--- config.mk ---
export PLATFORM = sky130hd
export DESIGN_NAME = fb_write_scheduler
export DESIGN_NICKNAME = d
export VERILOG_FILES = /design/src/rtl/fb_write_scheduler.sv
export SDC_FILE = /design/constraint.sdc
export NUM_CORES = 1
export LEC_CHECK = 0
export CAP_MARGIN = 10
export CORE_ASPECT_RATIO = 0.6
export CORE_MARGIN = 3
export CORE_UTILIZATION = 30
export CTS_CLUSTER_SIZE = 20
export DETAILED_ROUTE_END_ITERATION = 12
export MAX_ROUTING_LAYER = met4
export SYNTH_ARGS = -nofsm -noshare
export SYNTH_HDL_FRONTEND = slang
export SYNTH_SLANG_ARGS = --single-unit
--- constraint.sdc ---
create_clock -name clock_50MHz -period 3.67 [get_ports clock_50MHz]
set_input_delay 0.734 -clock clock_50MHz [delete_from_list [all_inputs] [get_ports clock_50MHz]]
set_output_delay 0.734 -clock clock_50MHz [all_outputs]
set_load 0.01 [all_outputs]
--- src/rtl/fb_write_scheduler.sv ---
// Framebuffer write-port scheduler: round-robin arbitration between two pixel
// requesters plus a sequencer that fills every address with one value.
module fb_write_scheduler #(
    parameter int ADDR_WIDTH = 12,
    parameter int DEPTH      = 4096
) (
    input  logic                  clock_50MHz,
    input  logic                  reset,
    input  logic                  clear_start,
    input  logic                  clear_value,
    output logic                  clear_busy,
    output logic                  clear_done,
    input  logic                  req0_valid,
    input  logic [ADDR_WIDTH-1:0] req0_addr,
    input  logic                  req0_pixel,
    output logic                  req0_ready,
    input  logic                  req1_valid,
    input  logic [ADDR_WIDTH-1:0] req1_addr,
    input  logic                  req1_pixel,
    output logic                  req1_ready,
    output logic                  pixel,
    output logic [ADDR_WIDTH-1:0] wraddress,
    output logic                  enable
);

    typedef enum logic {SERVE, CLEAR} state_t;

    localparam int CW = ADDR_WIDTH + 1;
    localparam logic [ADDR_WIDTH:0] CNT_END = CW'(DEPTH);

    state_t                state_q, state_d;
    logic [ADDR_WIDTH:0]   cnt_q, cnt_d;
    logic                  clear_val_q, clear_val_d;
    logic                  last_grant_q, last_grant_d;
    logic                  pixel_q, pixel_d;
    logic [ADDR_WIDTH-1:0] wraddress_q, wraddress_d;
    logic                  enable_q, enable_d;
    logic                  clear_busy_q, clear_busy_d;
    logic                  clear_done_q, clear_done_d;

    always_ff @(posedge clock_50MHz) begin
        if (reset) begin
            state_q      <= SERVE;
            cnt_q        <= '0;
            clear_val_q  <= 1'b0;
            last_grant_q <= 1'b1;
            pixel_q      <= 1'b0;
            wraddress_q  <= '0;
            enable_q     <= 1'b0;
            clear_busy_q <= 1'b0;
            clear_done_q <= 1'b0;
        end else begin
            state_q      <= state_d;
            cnt_q        <= cnt_d;
            clear_val_q  <= clear_val_d;
            last_grant_q <= last_grant_d;
            pixel_q      <= pixel_d;
            wraddress_q  <= wraddress_d;
            enable_q     <= enable_d;
            clear_busy_q <= clear_busy_d;
            clear_done_q <= clear_done_d;
        end
    end

    // Address 0 is issued directly on acceptance, so the counter already
    // holds the next address (1) when CLEAR is entered.
    always_comb begin
        state_d      = state_q;
        cnt_d        = cnt_q;
        clear_val_d  = clear_val_q;
        last_grant_d = last_grant_q;
        pixel_d      = pixel_q;
        wraddress_d  = wraddress_q;
        enable_d     = 1'b0;
        clear_busy_d = clear_busy_q;
        clear_done_d = 1'b0;
        case (state_q)
            SERVE: begin
                if (clear_start) begin
                    state_d      = CLEAR;
                    clear_val_d  = clear_value;
                    enable_d     = 1'b1;
                    wraddress_d  = '0;
                    pixel_d      = clear_value;
                    cnt_d        = CW'(1);
                    clear_busy_d = 1'b1;
                end else if (req0_ready) begin
                    enable_d     = 1'b1;
                    wraddress_d  = req0_addr;
                    pixel_d      = req0_pixel;
                    last_grant_d = 1'b0;
                end else if (req1_ready) begin
                    enable_d     = 1'b1;
                    wraddress_d  = req1_addr;
                    pixel_d      = req1_pixel;
                    last_grant_d = 1'b1;
                end
            end
            CLEAR: begin
                if (cnt_q == CNT_END) begin
                    state_d      = SERVE;
                    cnt_d        = '0;
                    clear_busy_d = 1'b0;
                    clear_done_d = 1'b1;
                end else begin
                    enable_d     = 1'b1;
                    wraddress_d  = cnt_q[ADDR_WIDTH-1:0];
                    pixel_d      = clear_val_q;
                    cnt_d        = cnt_q + CW'(1);
                end
            end
            default: state_d = SERVE;
        endcase
    end

    always_comb begin
        req0_ready = 1'b0;
        req1_ready = 1'b0;
        if (state_q == SERVE && !clear_start) begin
            req0_ready = req0_valid && (!req1_valid || last_grant_q);
            req1_ready = req1_valid && (!req0_valid || !last_grant_q);
        end
    end

    assign pixel      = pixel_q;
    assign wraddress  = wraddress_q;
    assign enable     = enable_q;
    assign clear_busy = clear_busy_q;
    assign clear_done = clear_done_q;

endmodule

# Word-level counts from Yosys, hierarchy flattened
# Index checks and enable logic that the tools add are counted.
dict set report totals {
  regBits 32
  output_inout_bits 18
  elab_cells 60
}
dict set report classes {
  n_addsub 1
  eq_ne 5
  mux 28
  n_bitwise 2
  n_reduce_logical 15
}
# op n
set op_table {}
lappend op_table {{$mux 12} 4}
lappend op_table {{$mux 13} 2}
lappend op_table {{$pmux 13 s2} 1}
lappend op_table {{$pmux 12 s2} 1}
lappend op_table {{$mux 1} 16}
lappend op_table {{$add 13x1->13 const B} 1}
lappend op_table {{$eq 13x13->1 const B} 1}
lappend op_table {{$pmux 1 s2} 4}
lappend op_table {{$reduce_and 2->1} 3}
lappend op_table {{$logic_not 1->1} 4}
lappend op_table {{$ne 2x2->1 const B} 2}
lappend op_table {{$ne 4x4->1 const B} 1}
lappend op_table {{$logic_and 1x1->1} 3}
lappend op_table {{$reduce_and 3->1} 1}
lappend op_table {{$logic_or 1x1->1} 2}
lappend op_table {{$ne 2x1->1 const B} 1}
lappend op_table {{$not 1->1} 2}
lappend op_table {{$reduce_bool 2->1} 1}
lappend op_table {{$reduce_or 2->1} 1}

# Depth between registers and ports, before layout
# Gate-level depths: netlist of the first run.
dict set report depth {
  depth_word 8
  depth_mapped 9
}

# Worst setup path after synthesis of the first run
# No wires, ideal clock.
dict set report synth_timing {
  kind {in2out}
  start {input clear_start}
  end {output req1_ready}
  arrival_ps 1427
  slack_ps 1509
  cell_stages 4
  path_cell_list {nor2_1 clkbuf_1 nand2_1 a21oi_1}
}
dict set report synth_between {
  elab_chain_cells 3
}
# item line
set synth_lines {}
lappend synth_lines {{from (decl)} 9} ;# input logic clear_start,
lappend synth_lines {{$logic_not 1->1} 119} ;# if (state_q == SERVE && !clear_start) begin
lappend synth_lines {{$logic_and 1x1->1} 119}
lappend synth_lines {{$mux 1} 119}
lappend synth_lines {{to (decl)} 20} ;# output logic req1_ready,
# No other way between the ends.

# Worst setup path in the final report of the first run
# Same ends and word-level chain as after synthesis.

==> results by group, run 1 <==
Clock tree
  – Worst-Skew Late Latency: 280 ps
  – Clock tree from TritonCTS: done
  – # Post-CTS Setup Buffers: 0
  – Reg clk slew, reported paths: 60 ps
  – Root Buffer: clkbuf_8
  – Cts repair resizes: 0
  – Cts hold-fix bufs: 0
  – H-Tree Level Count: 2
  – Num Clock Sinks: 32
  – CTS Buffer Depth: 2
  – CTS Buf Count: 5

Run status
  – Status: completed

Synth
  – Post-synth net total: 228
  – Top cell type's share of synthesized area: 36.8%
  – Adder-Cell Fraction of Synth Area: 1.44%
  – FFs w/ async S/R, synth: 0%
  – Mux cell area share after synthesis: 9.55%
  – Dominant cells by area after synthesis: dfxtp_1 (37%), a211oi_2 (9.3%), mux2_2 (8.4%)
  – Number of synthesized register bits: 32
  – Ys Warns: 0
  – Mean post-synth cell area: 8.98 µm²
  – Sequential cell area fraction in the yosys report: 36.8%
  – Xor and xnor area share after synthesis: 0%
  – Largest family of logic cells by synthesized area: compound AO/OA/AOI/OAI gates
  – Unique masters post-synth: 41
  – Post-synth EDFFs: 0
  – Synth Area in Compound Gates: 26.0%
  – Most used DFF post-synth: dfxtp_1
  – Netlist Area Pre-Place: 0.00174 mm²
  – Simple-Gate Fraction of Synth Area: 20.5%
  – Cell taking the most area after synthesis: dfxtp_1
  – Syn Inst Count: 194

Routing
  – Antenna Violating Nets Remaining: 0
  – Drt pass-1 iters: 5
  – Wire length per cell: 15.0 µm
  – Via density: 5.13
  – Final WL: 4790 µm
  – Drt drc: 0
  – Vias: 1641
  – Drt first-iter violations: 110

Timing
  – Endpoints failing setup: 0
  – Final Hold Viols: 0
  – Setup TNS: 0 ps
  – Final Max Tran Viols: 0
  – Max-slew headroom: 30.4%
  – Skew final: 5.92 ps
  – Tmin final: 2910 ps
  – Final worst slack: 758 ps
  – RSZ-0062 raised after global routing: no
  – Hold_ws: 495 ps
  – Tcrit/Tclk final: 79.3%
  – FMAX: 0.343 GHz
  – Worst-margin pin slew: 1040 ps

Layout
  – Filler cell count: 531
  – Area occupied by multi-input gates: 0.00100 mm²
  – Finished Layout Cells: 320
  – # diodes: 0
  – Fin area: 0.00239 mm²
  – Nets: 276
  – Layout Area Growth over Synthesis: 37.3%
  – Storage cell area: 641 µm²
  – Most frequent cells in the layout: clkdlybuf4s50_1 (49), dfxtp_1 (32), nor2_1 (26)
  – Share of layout cells above drive strength 1: 18.1%
  – Most common cell after layout, fill and taps aside: clkdlybuf4s50_1
  – Final core utilization: 44.9%

Placed design
  – Placed cells: 312
  – Final HPWL from detailed placement: 3510 µm
  – Dpl cell area: 0.00229 mm²
  – Port bufs: 49
  – Final Wtd Congestion: 0.905
  – Place WS: 768 ps

Die
  – Die area: 0.00679 mm²
  – Core box area: 0.00533 mm²
  – Die width: 104 µm
  – Initial Util: 32.7%
  – Top Ports: 50
  – Number of core rows: 20
  – Chip Height: 65.0 µm

Power
  – Worst IR Drop VDD: 0.136 mV
  – Tot Pwr: 861 µW
  – P per Cell Area: 360 mW/mm²
  – Leak: 0.859 nW

Global routing
  – First-pass GRT wire length: 7820 µm
  – Total track usage: 14.9%
  – Grt ovf: 0
  – Number of global-route vias before repair: 1553
  – Antenna violations before repair: 0
  – Largest net degree at the start of global routing: 27

Worst setup path
  – CP max stage delay: 540 ps
  – CP bufs+invs: 2
  – Worst setup SP type: input port
  – WP depth: 5
  – WS Path Type: input port to output pin
  – Arrival time of the worst setup path: 2180 ps
  – Crit-path slowest cell: clkdlybuf4s50_1
  – Reg2Reg Depth: 7
  – Crit path max-delay family: buffers and inverters
  – Required time of the worst setup path: 2940 ps
  – R2R Path Start: cnt_q[0]
  – Crit. End Element: output pin
  – Top cell by count, worst path: clkdlybuf4s50_1
  – CP Capture Point: req1_ready
  – Cell Chain, Critical Path: clkdlybuf4s50_1, nor2_1, nand2_1, a21oi_1, clkdlybuf4s50_1
  – Worst R2R End: wraddress[0]
  – Worst-path maximum fanout: 8
  – Flop2flop setup slack: 1290 ps
  – Crit path launch: clear_start

Run
  – Number of max-cap violations: 0

Min path
  – Hold depth: 1
  – Min-Delay Path Class: register to register
-- power breakdown --
| group | leakage [nW] | switching, mW | internal [mW] | total (mW) |
|---|---|---|---|---|
| combinational | 0.543 | 0.0656 | 0.0870 | 0.153 |
| clock | 0.0552 | 0.133 | 0.201 | 0.334 |
| sequential | 0.261 | 0.0130 | 0.362 | 0.375 |
-- synthesized netlist by cell type (2+ instances only) --
cell type	n
a31oi_1	6
clkbuf_1	6
or3_1	2
nor3_1	8
a22oi_1	13
nor4b_2	2
inv_1	5
a211oi_2	13
o21ai_0	7
nand3_1	7
nor2_1	26
nand2_1	11
buf_2	2
a21oi_1	9
dfxtp_1	32
and3_1	3
buf_6	2
mux2_2	13
o31ai_1	2
mux2i_1	2
nand2b_1	2
ha_1	2
-- routing by layer --
| layer | part of all wire (%) | global-route usage [%] | vias up |
|---|---|---|---|
| met5 | 0 | - | - |
| met4 | 0.40 | 3.98 | 0 |
| met3 | 7.9 | 4.88 | 2 |
| met2 | 40 | 20.7 | 62 |
| met1 | 51 | 20.5 | 758 |
| li1 | - | - | 819 |
-- worst min path at each step --
stage	from	endpoint
global route	cnt_q[12]	cnt_q[12]
global placement	clear_val_q	clear_val_q
CTS	cnt_q[12]	cnt_q[12]
finish	cnt_q[12]	cnt_q[12]
floorplan	cnt_q[12]	cnt_q[12]
detailed placement	cnt_q[12]	cnt_q[12]
-- logic make-up (layout without fill, tap and decap cells) --
group,after synthesis,count (layout)
simple gates,70,70
buf+inv,18,67
flops,32,32
compound gates,57,57
fa+ha+maj,2,2
mux,15,15
-- layout make-up --
class | count | area share, %
Clock inverter | 2 | 1.46
Multi-Input combinational cell | 144 | 41.9
Timing Repair Buffer | 54 | 22.1
Sequential cell | 32 | 26.8
Inverter | 5 | 0.784
Clock buffer | 6 | 3.03
Tap cell | 77 | 4.03
-- registers in the layout, summed over array words and instances (netlist names) --
| signal | cells |
|---|---|
| clear_done | 1 |
| cnt_q | 13 |
| wraddress | 12 |
| pixel | 1 |
| clear_val_q | 1 |
| enable | 1 |
| clear_busy | 1 |
| state_q | 1 |
| last_grant_q | 1 |
Note: power is estimated with default switching activity, not from simulation.
==> run 2: changes to the inputs <==
clock period = 2.8 ns   (was 3.67 ns; I/O delays follow)
==> results by group, run 2 (synthesis gave the netlist of run 1 again) <==
Clock tree
  – Root Buffer: clkbuf_8
  – H-Tree Level Count: 2 (unchanged)
  – Reg clk slew, reported paths: 70 ps (about the same)
  – Worst-Skew Late Latency: 280 ps (about the same)
  – Clock tree from TritonCTS: done
  – # Post-CTS Setup Buffers: 0 (unchanged)
  – Cts hold-fix bufs: 0 (unchanged)
  – Cts repair resizes: 0 (unchanged)
  – Num Clock Sinks: 32 (unchanged)
  – CTS Buffer Depth: 2 (unchanged)
  – CTS Buf Count: 5 (unchanged)

Layout
  – Share of layout cells above drive strength 1: 19.2% (+1.1 points)
  – Max FFs per register: 13 (unchanged)
  – Layout Area Growth over Synthesis: 39.3%
  – # diodes: 0 (unchanged)
  – Nets: 278 (+0.72%)
  – Largest Register: cnt_q
  – Most frequent cells in the layout: clkdlybuf4s50_1 (49), dfxtp_1 (32), nor2_1 (26)
  – Most common cell after layout, fill and taps aside: clkdlybuf4s50_1
  – Filler cell count: 538 (+1.3%)
  – Area occupied by multi-input gates: 0.00100 mm² (unchanged)
  – Storage cell area: 641 µm² (unchanged)

Die
  – Chip Height: 65.0 µm (unchanged)
  – Initial Util: 32.7% (unchanged)
  – Core box area: 0.00533 mm² (unchanged)
  – Number of core rows: 20 (unchanged)
  – Die width: 104 µm (unchanged)
  – Top Ports: 50 (unchanged)
  – Die area: 0.00679 mm² (unchanged)

Routing
  – Drt first-iter violations: 129 (+17%)
  – Wire length per cell: 15.3 µm (+2.5%)
  – Vias: 1612 (-1.8%)
  – Drt pass-1 iters: 4 (-1)
  – Final WL: 4940 µm (+3.1%)
  – Drt drc: 0 (unchanged)
  – Via density: 5.01 (-2.4%)
  – Antenna Violating Nets Remaining: 0 (unchanged)

Global routing
  – Grt ovf: 0 (unchanged)
  – Largest net degree at the start of global routing: 27 (unchanged)
  – First-pass GRT wire length: 8390 µm (+7.2%)
  – Total track usage: 16.0% (+1.1 points)
  – Antenna violations before repair: 0 (unchanged)
  – Number of global-route vias before repair: 1584 (+2.0%)

Timing
  – Max-slew headroom: 59.2% (+29 points)
  – Hold_ws: 481 ps (-13.4 ps)
  – Endpoints failing setup: 0 (unchanged)
  – RSZ-0062 raised after global routing: no
  – Final Hold Viols: 0 (unchanged)
  – Skew final: 4.72 ps (-1.20 ps)
  – Worst-margin pin slew: 607 ps (-437 ps)
  – Final Max Tran Viols: 0 (unchanged)
  – Setup TNS: 0 ps (unchanged)
  – Tcrit/Tclk final: 88.4%
  – Tmin final: 2470 ps
  – FMAX: 0.404 GHz

Worst setup path
  – Worst R2R End: cnt_q[7]
  – Worst setup SP type: input port
  – Crit. End Element: output pin
  – CP bufs+invs: 2 (unchanged)
  – Reg2Reg Depth: 7 (unchanged)
  – CP max stage delay: 580 ps (+40 ps)
  – Top cell by count, worst path: clkdlybuf4s50_1
  – Flop2flop setup slack: 900 ps (-390 ps)
  – Worst-path maximum fanout: 4 (-4)
  – R2R Path Start: cnt_q[0]
  – Required time of the worst setup path: 2240 ps (-700 ps)
  – Crit path max-delay family: buffers and inverters
  – Arrival time of the worst setup path: 1910 ps (-270 ps)
  – Crit-path slowest cell: clkdlybuf4s50_1
  – Cell Chain, Critical Path: clkdlybuf4s50_1, o21ai_2, nor3_1, clkdlybuf4s50_1
  – WS Path Type: input port to output pin

Placed design
  – Final HPWL from detailed placement: 3660 µm (+4.3%)
  – Port bufs: 49 (unchanged)
  – Final Wtd Congestion: 0.889 (-1.8%)

Power
  – Pint: 903 µW (+39%)
  – Clock power frac: 41.5% (+2.7 points)
  – Worst IR Drop VDD: 0.220 mV (+62%)
  – Seq pwr share: 41.3% (-2.2 points)
  – Switching Share: 23.8% (-0.73 points)
  – P per Cell Area: 488 mW/mm² (+36%)
  – Sw power: 282 µW (+34%)
  – Comb power frac: 17.2% (-0.5 points)
  – Leak: 0.878 nW (+2.1%)

Min path
  – Worst hold endpoint: cnt_q[12]
  – Min-Delay Path Class: register to register
  – Min-delay src: cnt_q[12]
  – Hold depth: 1 (unchanged)

Run status
  – Status: completed

Run
  – Number of max-cap violations: 0 (unchanged)
[run 2: changes by cell type in the layout (fill, tap and decap cells not counted), sizes merged]
cell,change
buf,+2
clkbuf,+1
clkinv,-1
[run 2: layer usage]
metal	up-vias	routed length (µm)	track usage, %	share of wire (%)
li1	815	-	-	-
met5	-	0	-	0
met2	64	2060	21.1	42
met3	2	421	4.98	8.5
met1	731	2440	23.5	49
met4	0	17	2.99	0.34
[run 2: through the flow]
step	worst slack [ps]	cell area (µm²)	power, mW	std cells	utilization (%)
after floorplan	987	1740	0.603	194	-
after global placement	234	2300	0.703	314	43.2
after CTS	293	2430	1.20	322	45.5
after global routing	202	2430	1.24	322	45.5
after detailed placement	317	2300	0.704	314	43.2
final	325	2430	1.19	322	45.5
[run 2: power by group through the flow]
stage	clock network (mW)	registers, mW	logic (mW)
after global placement	0	0.500	0.203
after detailed placement	0	0.500	0.204
after CTS	0.500	0.490	0.206
after floorplan	0	0.501	0.102
final	0.493	0.490	0.203
after global routing	0.524	0.493	0.223
[run 2: worst max path at each step]
stage                start         end  slack, ps  depth (start not counted)
2_1_floorplan  clear_start  req1_ready        990                          4
3_3_place_gp    req0_valid  req0_ready        230                          4
3_5_place_dp    req0_valid  req0_ready        320                          4
4_1_cts         req0_valid  req0_ready        290                          4
5_1_grt         req1_valid  req0_ready        200                          5
6_report        req0_valid  req0_ready        330                          4
[run 2: layout make-up]
class / instances / share of cell area (%)
multi-input combinational: 144 / 41.3
clock buffer: 7 / 3.97
inverter: 5 / 0.773
tap: 77 / 3.97
timing repair buffer: 56 / 22.4
clock inverter: 1 / 1.24
sequential: 32 / 26.4
[run 2: worst reg2reg max path, stage by stage (launching register included)]
cell      delay (ps)
dfxtp_1          440
inv_1            100
ha_1             210
nor4b_2          160
and3_1           240
nor2_1           320
a21oi_1          120
a211oi_1         240
